File: src/rtl/cost_unit.sv
// Training-cost stage: piecewise-linear sigmoid of the perceptron output, squared error
// against the target label, class decision and a saturating misclassification counter.
module cost_unit #(
    parameter int          QN        = 6,
    parameter int          QM        = 11,
    parameter int          BITWIDTH  = QN + QM + 1,
    parameter logic [15:0] WRONG_MAX = 16'hFFFF
) (
    input  logic                       clock,
    input  logic                       reset,
    input  logic signed [BITWIDTH-1:0] dataIn,
    input  logic                       dataValid,
    input  logic                       modelOutput,
    input  logic                       clearStats,
    output logic        [BITWIDTH-1:0] costFunc,
    output logic                       newCostFunc,
    output logic                       prediction,
    output logic                       busy,
    output logic                       overrun,
    output logic        [15:0]         wrongCount
);

    typedef enum logic [2:0] {IDLE, ABS, SIG, SQR, DONE} state_t;

    localparam logic [QM:0] ONE  = {1'b1, {QM{1'b0}}};
    localparam logic [QM:0] HALF = {2'b01, {(QM-1){1'b0}}};

    state_t                     state;
    logic                       dValidQ;
    logic                       start;
    logic signed [BITWIDTH-1:0] xP0;
    logic                       tgtP0;
    logic        [BITWIDTH-2:0] absP1;
    logic                       negP1;
    logic        [QM:0]         sP2;
    logic        [QM:0]         costP3;
    logic                       predP3;

    // Magnitude with the single unrepresentable value (-2^17) clamped to 2^17-1.
    function automatic logic [BITWIDTH-2:0] absSat(input logic signed [BITWIDTH-1:0] x);
        if (x == {1'b1, {(BITWIDTH-1){1'b0}}})
            return {(BITWIDTH-1){1'b1}};
        else if (x[BITWIDTH-1])
            return (BITWIDTH-1)'(-x);
        else
            return (BITWIDTH-1)'(x);
    endfunction

    // Positive-half sigmoid, shift-and-add segments; every branch stays within 0..ONE.
    function automatic logic [QM:0] sigPos(input logic [BITWIDTH-2:0] a);
        if (a >= (BITWIDTH-1)'(10240))
            return ONE;
        else if (a >= (BITWIDTH-1)'(4864))
            return (QM+1)'(a >> 5) + (QM+1)'(1728);
        else if (a >= (BITWIDTH-1)'(2048))
            return (QM+1)'(a >> 3) + (QM+1)'(1280);
        else
            return (QM+1)'(a >> 2) + (QM+1)'(1024);
    endfunction

    function automatic logic [QM:0] sqCost(input logic [QM:0] e);
        logic [2*QM+1:0] p;
        p = {{(QM+1){1'b0}}, e} * {{(QM+1){1'b0}}, e};
        return (QM+1)'(p >> QM);
    endfunction

    assign start = dataValid & ~dValidQ;
    assign busy  = (state != IDLE);

    always_ff @(posedge clock) begin
        if (!reset) begin
            state       <= IDLE;
            dValidQ     <= 1'b0;
            costFunc    <= '0;
            newCostFunc <= 1'b0;
            prediction  <= 1'b0;
            overrun     <= 1'b0;
            wrongCount  <= '0;
        end else begin
            dValidQ     <= dataValid;
            newCostFunc <= 1'b0;
            case (state)
                IDLE: if (start) state <= ABS;
                ABS:  state <= SIG;
                SIG:  state <= SQR;
                SQR:  state <= DONE;
                DONE: begin
                    costFunc    <= {{(BITWIDTH-QM-1){1'b0}}, costP3};
                    prediction  <= predP3;
                    newCostFunc <= 1'b1;
                    state       <= IDLE;
                end
                default: state <= IDLE;
            endcase
            // A clear outranks both a same-edge overrun and a same-edge miss.
            if (clearStats) begin
                wrongCount <= '0;
                overrun    <= 1'b0;
            end else begin
                if (start && state != IDLE)
                    overrun <= 1'b1;
                if (state == DONE && predP3 != tgtP0 && wrongCount != WRONG_MAX)
                    wrongCount <= wrongCount + 16'd1;
            end
        end
    end

    always_ff @(posedge clock) begin
        case (state)
            // p0: capture sample and label
            IDLE: if (start) begin
                xP0   <= dataIn;
                tgtP0 <= modelOutput;
            end
            // p1: sign and saturated magnitude
            ABS: begin
                absP1 <= absSat(xP0);
                negP1 <= xP0[BITWIDTH-1];
            end
            // p2: sigmoid, mirrored about 0.5 for negative inputs
            SIG: sP2 <= negP1 ? ONE - sigPos(absP1) : sigPos(absP1);
            // p3: squared error and class decision
            SQR: begin
                costP3 <= sqCost(tgtP0 ? ONE - sP2 : sP2);
                predP3 <= (sP2 >= HALF);
            end
            default: ;
        endcase
    end

endmodule

File: config.mk
export PLATFORM = sky130hd
export DESIGN_NAME = cost_unit
export DESIGN_NICKNAME = d
export VERILOG_FILES = /design/src/rtl/cost_unit.sv
export SDC_FILE = /design/constraint.sdc
export NUM_CORES = 1
export LEC_CHECK = 0
export BUFFER_PORTS_ARGS = -buffer_cell sky130_fd_sc_hd__buf_2
export CAP_MARGIN = 25
export CORE_ASPECT_RATIO = 2
export CORE_UTILIZATION = 60
export DETAILED_ROUTE_END_ITERATION = 10
export PLACE_DENSITY = 0.79
export SYNTH_ARGS = -nofsm -noshare
export SYNTH_HDL_FRONTEND = slang
export SYNTH_SLANG_ARGS = --single-unit
File: constraint.sdc
create_clock -name clock -period 21.1 [get_ports clock]
set_clock_uncertainty 0.1 [all_clocks]
set_input_delay 0 -clock clock [delete_from_list [all_inputs] [get_ports clock]]
set_output_delay 0 -clock clock [all_outputs]
set_load 0.02 [all_outputs]
==> results.cfg, run 1 <==
[pwr]
power_leakage_uw = 0.00426
ir_drop_mv = 0.154
cellPowerDensity_mw_per_mm2 = 179
power_uw = 1680

[global_routing]
grt_pass1_vias = 6795
grt_util_all_layers = 0.264
grt_pass1_wl_um = 29900
grt_overflow = 0
grt_start_max_net_pins = 21
antenna_found_initial = 0

[floorplan]
chipHeight_um = 170
core_mm2 = 0.0138
die_w_um = 86.0
dieArea_mm2 = 0.0146
ios = 61
start_util = 0.613
num_rows = 61

[synthesis]
async_flop_share = 0
seq_area_frac_synth = 0.303
synth_top_area_cell = edfxtp_1
ys_ff_latch = 97
synthTopCellsByArea = edfxtp_1 (22%), fa_1 (19%), ha_1 (9.2%)
synth-edff-count = 62
synth_flop_cell = edfxtp_1
syn_area_per_cell_um2 = 9.56
netlist_area_mm2 = 0.00847
synth_top_area_frac = 0.220
ys_warn_count = 0
yosysUniqueCellTypes = 72
syn_inst = 886

[sta]
fmax_mhz = 136
post-route-period-util = 0.348
worstMarginPinSlew_ps = 874
setup_tns_ps = 0
min_period_ps = 7330
drv_slew = 0
relSlewSlack = 0.415
setup_viol = 0
finalHoldViolations = 0
rsz0062_at_grt = false

[clock_network]
cts_resized = 0
cts_tree = built
cts_root_buf = clkbuf_16
clkSinkCount = 97
numCtsBuffers = 9
cts_htree_levels = 3
clk_pin_slew_worst_paths_ps = 70
worst_skew_pair.late_latency_ps = 340
cts_max_path_buffers = 2

[min_path]
hold_depth = 3
hp-class = primary input to flop
min-delay-start = clearStats

[setup_path]
ff2ff_path_depth = 23
critPathKind = flop to flop
crit_required_ps = 21090
worstSetupStartpointType = flop
critPathMaxFanout = 8
crit_start = sP2[0]
crit_arrival_ps = 7320
r2r-start = sP2[0]
critPathCaptureType = flop

[detailed_routing]
vias_per_cell = 5.49
dr.pass1.iters = 4
initialDrtViolationCount = 174
routed_wl_um = 17800
wl_per_cell_um = 15.5
via_count = 6328
drtAntennaViolNets = 0
drcViolationCount = 0

[cells_and_area]
drive_gt1_frac = 0.0944
syn2layout_area_growth_pct = 11.2
num_antenna_cells = 0
fin_nets = 1123

[placement]
portBuffers = 54
dp_hpwl_um = 14400
gp_congestion = 0.997

[outcome]
outcome = completed

[job]
maxCapViolCount = 0
-- final cells by class --
cell class	instances	area, µm²
Clock buffer	10	229
Clock inverter	6	66.3
Fill cell	1068	4400
Inverter	152	571
Multi-Input combinational cell	618	5220
Sequential cell	97	2560
Tap cell	189	236
Timing Repair Buffer	81	528
-- through the flow --
step                       util  cells  setup slack [ps]  area [µm²]  hold slack, ps
after floorplan               -    891             14440        8490           -1.13
after global placement    0.644   1115             13990        8900            76.4
after detailed placement  0.644   1115             13780        8900            78.1
after CTS                 0.682   1153             13780        9420             251
after global routing      0.682   1153             13030        9420             264
final                     0.682   1153             13770        9420             258
-- where the power goes --
| part | internal (µW) | total, µW | switching, µW |
|---|---|---|---|
| Clock | 92.3 | 161 | 68.8 |
| Combinational | 520 | 1230 | 710 |
| Sequential | 277 | 290 | 13.0 |
-- timing repair --
| action | in CTS | in global routing |
|---|---|---|
| buffers inserted | 0 | 0 |
| endpoints found under the hold margin | 37 | 0 |
| hold buffers | 22 | 0 |
-- Yosys cell counts (all sizes together) (6+ instances only) --
library cell and count:
inv 150, nand2 99, fa 79, nor2 77, edfxtp 62, ha 62
xor2 37, dfxtp 35, o21ai 33, xnor2 31, a21oi 24, nand3 20
a21boi 18, clkbuf 13, buf 11, nand2b 10, nor3 9, o31ai 9
or3 8, or4 7, o41ai 6
-- metal layers --
metal,routed length (µm),global-route usage
met5,0,0
met4,959,0.164
met3,439,0.0301
met2,10600,0.540
met1,5770,0.230
-- cell families (layout without fill, tap and decap cells) --
family                   count (synthesis)  after routing  share of synthesized area
adder cells (fa/ha/maj)                141            141                      0.278
XOR/XNOR                                68             68                     0.0703
multiplexers                             4              4                    0.00502
buffers and inverters                  176            249                     0.0835
AND/OR/NAND/NOR                        270            270                      0.154
other                                    1              6                   0.000443
AO/OA/AOI/OAI                          129            129                      0.106
flip-flops                              97             97                      0.303
-- path summary, 6_finish.rpt --
path / slack [ps] / end
max: 13770 / costP3[11]
min: 260 / wrongCount[1]
max reg2reg: 13770 / costP3[11]
min reg2reg: 360 / costFunc[6]
-- state kept, by name (all words and copies together) (netlist names) --
| signal | count |
|---|---|
| absP1 | 17 |
| costFunc | 12 |
| costP3 | 12 |
| dValidQ | 1 |
| negP1 | 1 |
| newCostFunc | 1 |
| overrun | 1 |
| predP3 | 1 |
| prediction | 1 |
| sP2 | 12 |
| state | 3 |
| tgtP0 | 1 |
| wrongCount | 16 |
| xP0 | 18 |
-- cell usage in the layout, fill, tap and decap left out, types with 7 or more instances in the layout --
master	Yosys	routed
a21boi_0	18	18
a21oi_1	24	24
buf_2	1	54
clkbuf_16	0	9
dfxtp_1	35	35
dlygate4sd3_1	0	22
edfxtp_1	62	62
fa_1	79	79
ha_1	62	62
inv_1	150	150
nand2_1	97	97
nand2b_1	9	9
nand3_1	20	20
nor2_1	75	75
nor3_1	9	9
o21ai_0	32	32
o31ai_1	9	9
or3_1	7	7
xnor2_1	31	31
xor2_1	37	37
-- critical path, stage by stage (launching register included) --
cell	delay (ps)
edfxtp_1	490
inv_1	230
ha_1	240
nand2b_1	130
o41ai_1	370
xnor2_1	340
clkinv_1	450
nor2_1	260
inv_1	80
fa_1	530
inv_1	50
fa_1	490
inv_1	50
fa_1	470
fa_1	550
inv_1	50
ha_1	300
a2111oi_0	520
o21ai_0	200
o211a_1	280
o21bai_1	210
a21oi_1	170
o41ai_1	410
xnor2_1	110
(Power assumes the default switching activity.)
==> run 2, diff against run 1 <==
- clock period: 21.1 -> 6.8 ns (I/O delays scaled with it)
==> run 2 against run 1 <==
Effect of this change: first-iteration DRC count grew 58%; sequential share of layout area shrank 1.1 points; critical path depth unchanged.
==> results.cfg, run 2 (synthesized netlist as in run 1, its figures left out) <==
[outcome]
outcome = completed

[cells_and_area]
regMostFlops = xP0
largest_reg_flops = 18
drive_gt1_frac = 0.147
fin_util = 0.711
syn2layout_area_growth_pct = 16.0
layout_commonest_cell = inv_1
layout_common_cells = inv_1 (150), nand2_1 (96), fa_1 (79), nor2_1 (73), edfxtp_1 (62)
num_antenna_cells = 0
fin_nets = 1157
top_regs = xP0 (18), absP1 (17), wrongCount (16)

[detailed_routing]
drtAntennaViolNets = 0
via_count = 6477
vias_per_cell = 5.46
dr.pass1.iters = 4
drcViolationCount = 0
initialDrtViolationCount = 275
wl_per_cell_um = 15.8
routed_wl_um = 18700

[sta]
post-route-period-util = 0.971
drv_slew = 0
worstMarginPinSlew_ps = 805
fmax_mhz = 151
relSlewSlack = 0.459
finalHoldViolations = 0
min_period_ps = 6600
holdWs_ps = 225
setup_viol = 0

[setup_path]
critPathKind = flop to flop
cp_slowest_cell = fa_1
critPathMaxFanout = 5
critPathCaptureType = flop
path_buf_inv = 7
crit_required_ps = 6800
cpMostUsedCell = inv_1
crit_arrival_ps = 6610
crit_path_cell_trace = or4_4, or2_4, o41ai_2, buf_4, xor2_4, nor2_2, inv_1, fa_1, inv_1, fa_1, inv_1, fa_1, inv_1, fa_1, inv_1, fa_1, inv_1, ha_1, o211ai_1, o21bai_2, a21boi_2, nor4bb_1, a211o_1
cpLargestDelayFamily = adder cells
crit_path_max_incr_delay_ps = 570
worstSetupStartpointType = flop

[clock_network]
clkSinkCount = 97
cts_tree = built
cts_htree_levels = 3
clk_pin_slew_worst_paths_ps = 60
numCtsBuffers = 9
worst_skew_pair.late_latency_ps = 350
cts_max_path_buffers = 2
cts_root_buf = clkbuf_16

[global_routing]
grt_overflow = 0
grt_start_max_net_pins = 21
antenna_found_initial = 0
grt_pass1_vias = 7025
grt_util_all_layers = 0.270
grt_pass1_wl_um = 30700

[placement]
gp_congestion = 1.00
portBuffers = 54
dp_hpwl_um = 14800

[floorplan]
chipHeight_um = 170
core_mm2 = 0.0138
num_rows = 61
die_w_um = 86.0
ios = 61
dieArea_mm2 = 0.0146
start_util = 0.613

[min_path]
hp-class = primary input to flop

[job]
maxCapViolCount = 0
run 2: cell count changes in the layout (fill, tap and decap cells not counted), moves of 2 or more:
cell	delta
xor2_1	-3
a21oi_2	+2
xor2_2	+2
clkbuf_8	+2
clkbuf_16	+2
nor2_1	-2
o21ai_0	-3
o41ai_1	-2
o41ai_2	+2
o21ai_2	+2
a21oi_1	-3
nor2_2	+2
buf_4	+34
run 2: cell type report:
class                   instances  area, µm²
flip-flops and latches         97       2560
clock buffers                  13        303
multi-input cells             618       5340
fillers                      1021       3990
inverters                     152        571
well taps                     189        236
repair buffers                115        783
clock inverters                 3       23.8
run 2: worst paths after layout:
path | startpoint | to | slack [ps] | cells after the start
max | sP2[5] | costP3[8] | 200 | 23
min | clearStats | wrongCount[4] | 230 | 3
max reg2reg | sP2[5] | costP3[8] | 200 | 23
min reg2reg | costFunc[4] | costFunc[4] | 360 | 2
run 2: layer usage:
| layer | wire, µm | part of all wire | up-vias | track usage |
|---|---|---|---|---|
| met5 | 0 | 0 | - | 0 |
| met4 | 1270 | 0.068 | 0 | 0.193 |
| met3 | 636 | 0.034 | 94 | 0.0344 |
| met2 | 10700 | 0.57 | 174 | 0.527 |
| met1 | 6070 | 0.32 | 3092 | 0.246 |
| li1 | - | - | 3117 | - |
run 2: stage by stage:
stage	TNS, ps	worst slack (ps)	cell area (µm²)	std cells
after CTS	0	17.7	9700	1184
after floorplan	0	140	8490	891
after global routing	-522	-134	9820	1187
after global placement	0	114	9130	1146
final	0	196	9820	1187
after detailed placement	-196	-87.9	9130	1146
run 2: worst reg2reg max path: cells and delay by family, from the launching register on:
kind	cells	cell delay, ps
adder cells (fa/ha/maj)	6	2980
AO/OA/AOI/OAI	5	1110
AND/OR/NAND/NOR	4	1080
buffers and inverters	7	590
flip-flops	1	430
XOR/XNOR	1	90
run 2: what timing repair did:
item,4_1_cts,5_1_grt
setup buffers,0,3
pin swaps,2,10
resized for setup,5,24
endpoints found under the hold margin,37,0
setup endpoints to repair,4,11
hold buffers,22,0
Power of run 2 is not shown: default switching activity piles up to over one toggle a cycle in this logic, so the estimate is an artifact.
==> run 3, diff against run 2 <==
- HOLD_SLACK_MARGIN: not set -> 0.15
- SETUP_SLACK_MARGIN: not set -> 0.5
==> run 3 against run 2 <==
Effect of this change: register-to-register slack better by 120 ps; die area stayed put; hold slack better by 28 ps; core utilization is 2.8 points higher; critical path depth is 4 higher; routed wire length is 5.3% higher; sequential cell count stayed put; non-clock buffer count is 18 higher; first-iteration DRC count is 16% higher; critical path type unchanged; global-route usage is 1.2 points higher; sequential share of layout area is 0.99 points lower; design area is 3.9% higher.
==> results.cfg, run 3 (synthesized netlist as in run 1, its figures left out) <==
[detailed_routing]
vias_per_cell = 5.57
initialDrtViolationCount = 318
drcViolationCount = 0
wl_per_cell_um = 16.3
routed_wl_um = 19700
dr.pass1.iters = 5
via_count = 6715
drtAntennaViolNets = 0

[placement]
dp_hpwl_um = 14500
gp_congestion = 0.970
portBuffers = 54
dp_slack_ps = 104

[sta]
setup_viol = 0
fmax_mhz = 154
post-route-period-util = 0.953
min_period_ps = 6480
finalHoldViolations = 0
fin_ws_ps = 319
rsz0062_at_grt = true
setup_tns_ps = 0
drv_slew = 0
relSlewSlack = 0.480
worstMarginPinSlew_ps = 773

[floorplan]
dieArea_mm2 = 0.0146
ios = 61
die_w_um = 86.0
core_mm2 = 0.0138
num_rows = 61
start_util = 0.613
chipHeight_um = 170

[global_routing]
grt_overflow = 0
met3_usage = 0.0383
grt_pass1_wl_um = 31800
grt_util_all_layers = 0.282
grt_start_max_net_pins = 21
grt_use_met1 = 0.266
grt_pass1_vias = 7094
gr-usage-met2 = 0.538
antenna_found_initial = 0
top_usage_layer = met2

[cells_and_area]
drive_gt1_frac = 0.201
layout_commonest_cell = inv_1
fin_nets = 1175
top_regs = xP0 (18), absP1 (17), wrongCount (16)
ff_latch_area_mm2 = 0.00256
regMostFlops = xP0
largest_reg_flops = 18
syn2layout_area_growth_pct = 20.5
num_antenna_cells = 0
multi_input_area_mm2 = 0.00561
n_fill_cell = 901
layout_common_cells = inv_1 (135), nand2_1 (93), fa_1 (77), nor2_1 (68), edfxtp_1 (62)

[clock_network]
cts_htree_levels = 3
cts_max_path_buffers = 2
clkSinkCount = 97
worst_skew_pair.late_latency_ps = 350
clk_pin_slew_worst_paths_ps = 70
cts_root_buf = clkbuf_16
cts_tree = built
numCtsBuffers = 9

[job]
maxCapViolCount = 0

[min_path]
hp-class = primary input to flop

[outcome]
outcome = completed

[setup_path]
critPathCaptureType = flop
crit_required_ps = 6790
worstSetupStartpointType = flop
critPathKind = flop to flop
critPathMaxFanout = 5
crit_arrival_ps = 6470
-- run 3: changes by cell type in the layout (fill, tap and decap cells not counted), sizes merged --
cell and delta:
clkinv +2, buf +18, inv -2, bufinv +1
clkbuf -1
-- run 3: what timing repair did --
action / in CTS / in global routing
endpoints found under the setup margin: 12 / 12
hold buffers: 22 / 0
gates resized for setup: 36 / 39
setup buffers: 14 / 17
hold endpoints to repair: 38 / 0
pin swaps: 36 / 40
-- run 3: worst paths after layout --
check                   start        endpoint  slack (ps)  cells after the start
setup reg to reg       sP2[3]      costP3[11]         320                     27
setup / recovery       sP2[3]      costP3[11]         320                     27
hold / removal     clearStats  wrongCount[13]         250                      3
hold reg to reg   costFunc[2]     costFunc[2]         360                      2
-- run 3: area by class of cell --
cell class,count,share of cell area
multi-input combinational,618,0.550
sequential,97,0.251
timing repair buffer,133,0.0911
inverter,152,0.0559
clock buffer,12,0.0241
tap,189,0.0232
clock inverter,4,0.00515
-- run 3: through the flow --
step	cells	area (µm²)	util	hold WS, ps
finish	1205	10200	0.739	253
global route	1205	10200	0.739	265
CTS	1188	9930	0.719	252
detailed placement	1136	9130	0.661	78.3
global placement	1136	9130	0.661	76.2
floorplan	891	8560	-	-1.13
-- run 3: per-layer routing --
| layer | vias to the layer above | share of wire |
|---|---|---|
| met1 | 3260 | 0.32 |
| met4 | 0 | 0.067 |
| met2 | 209 | 0.58 |
| li1 | 3158 | - |
| met3 | 88 | 0.038 |
| met5 | - | 0 |
-- run 3: worst max-delay path, stage by stage, from the launching register on --
cell and delay (ps):
edfxtp_1 390, or4_4 560, buf_4 150, nor4_2 180, nand2b_1 190, xor2_1 100
buf_4 170, inv_1 80, buf_4 150, nand2_2 80, fa_1 520, inv_2 40
fa_1 490, inv_2 40, fa_1 530, inv_1 50, fa_1 490, inv_2 40
fa_1 530, inv_2 60, ha_4 150, a21o_1 160, a21o_1 180, a21oi_4 210
o21ai_4 100, buf_6 130, o41ai_4 210, xnor2_1 100
Power of run 3 is left out for the same reason.
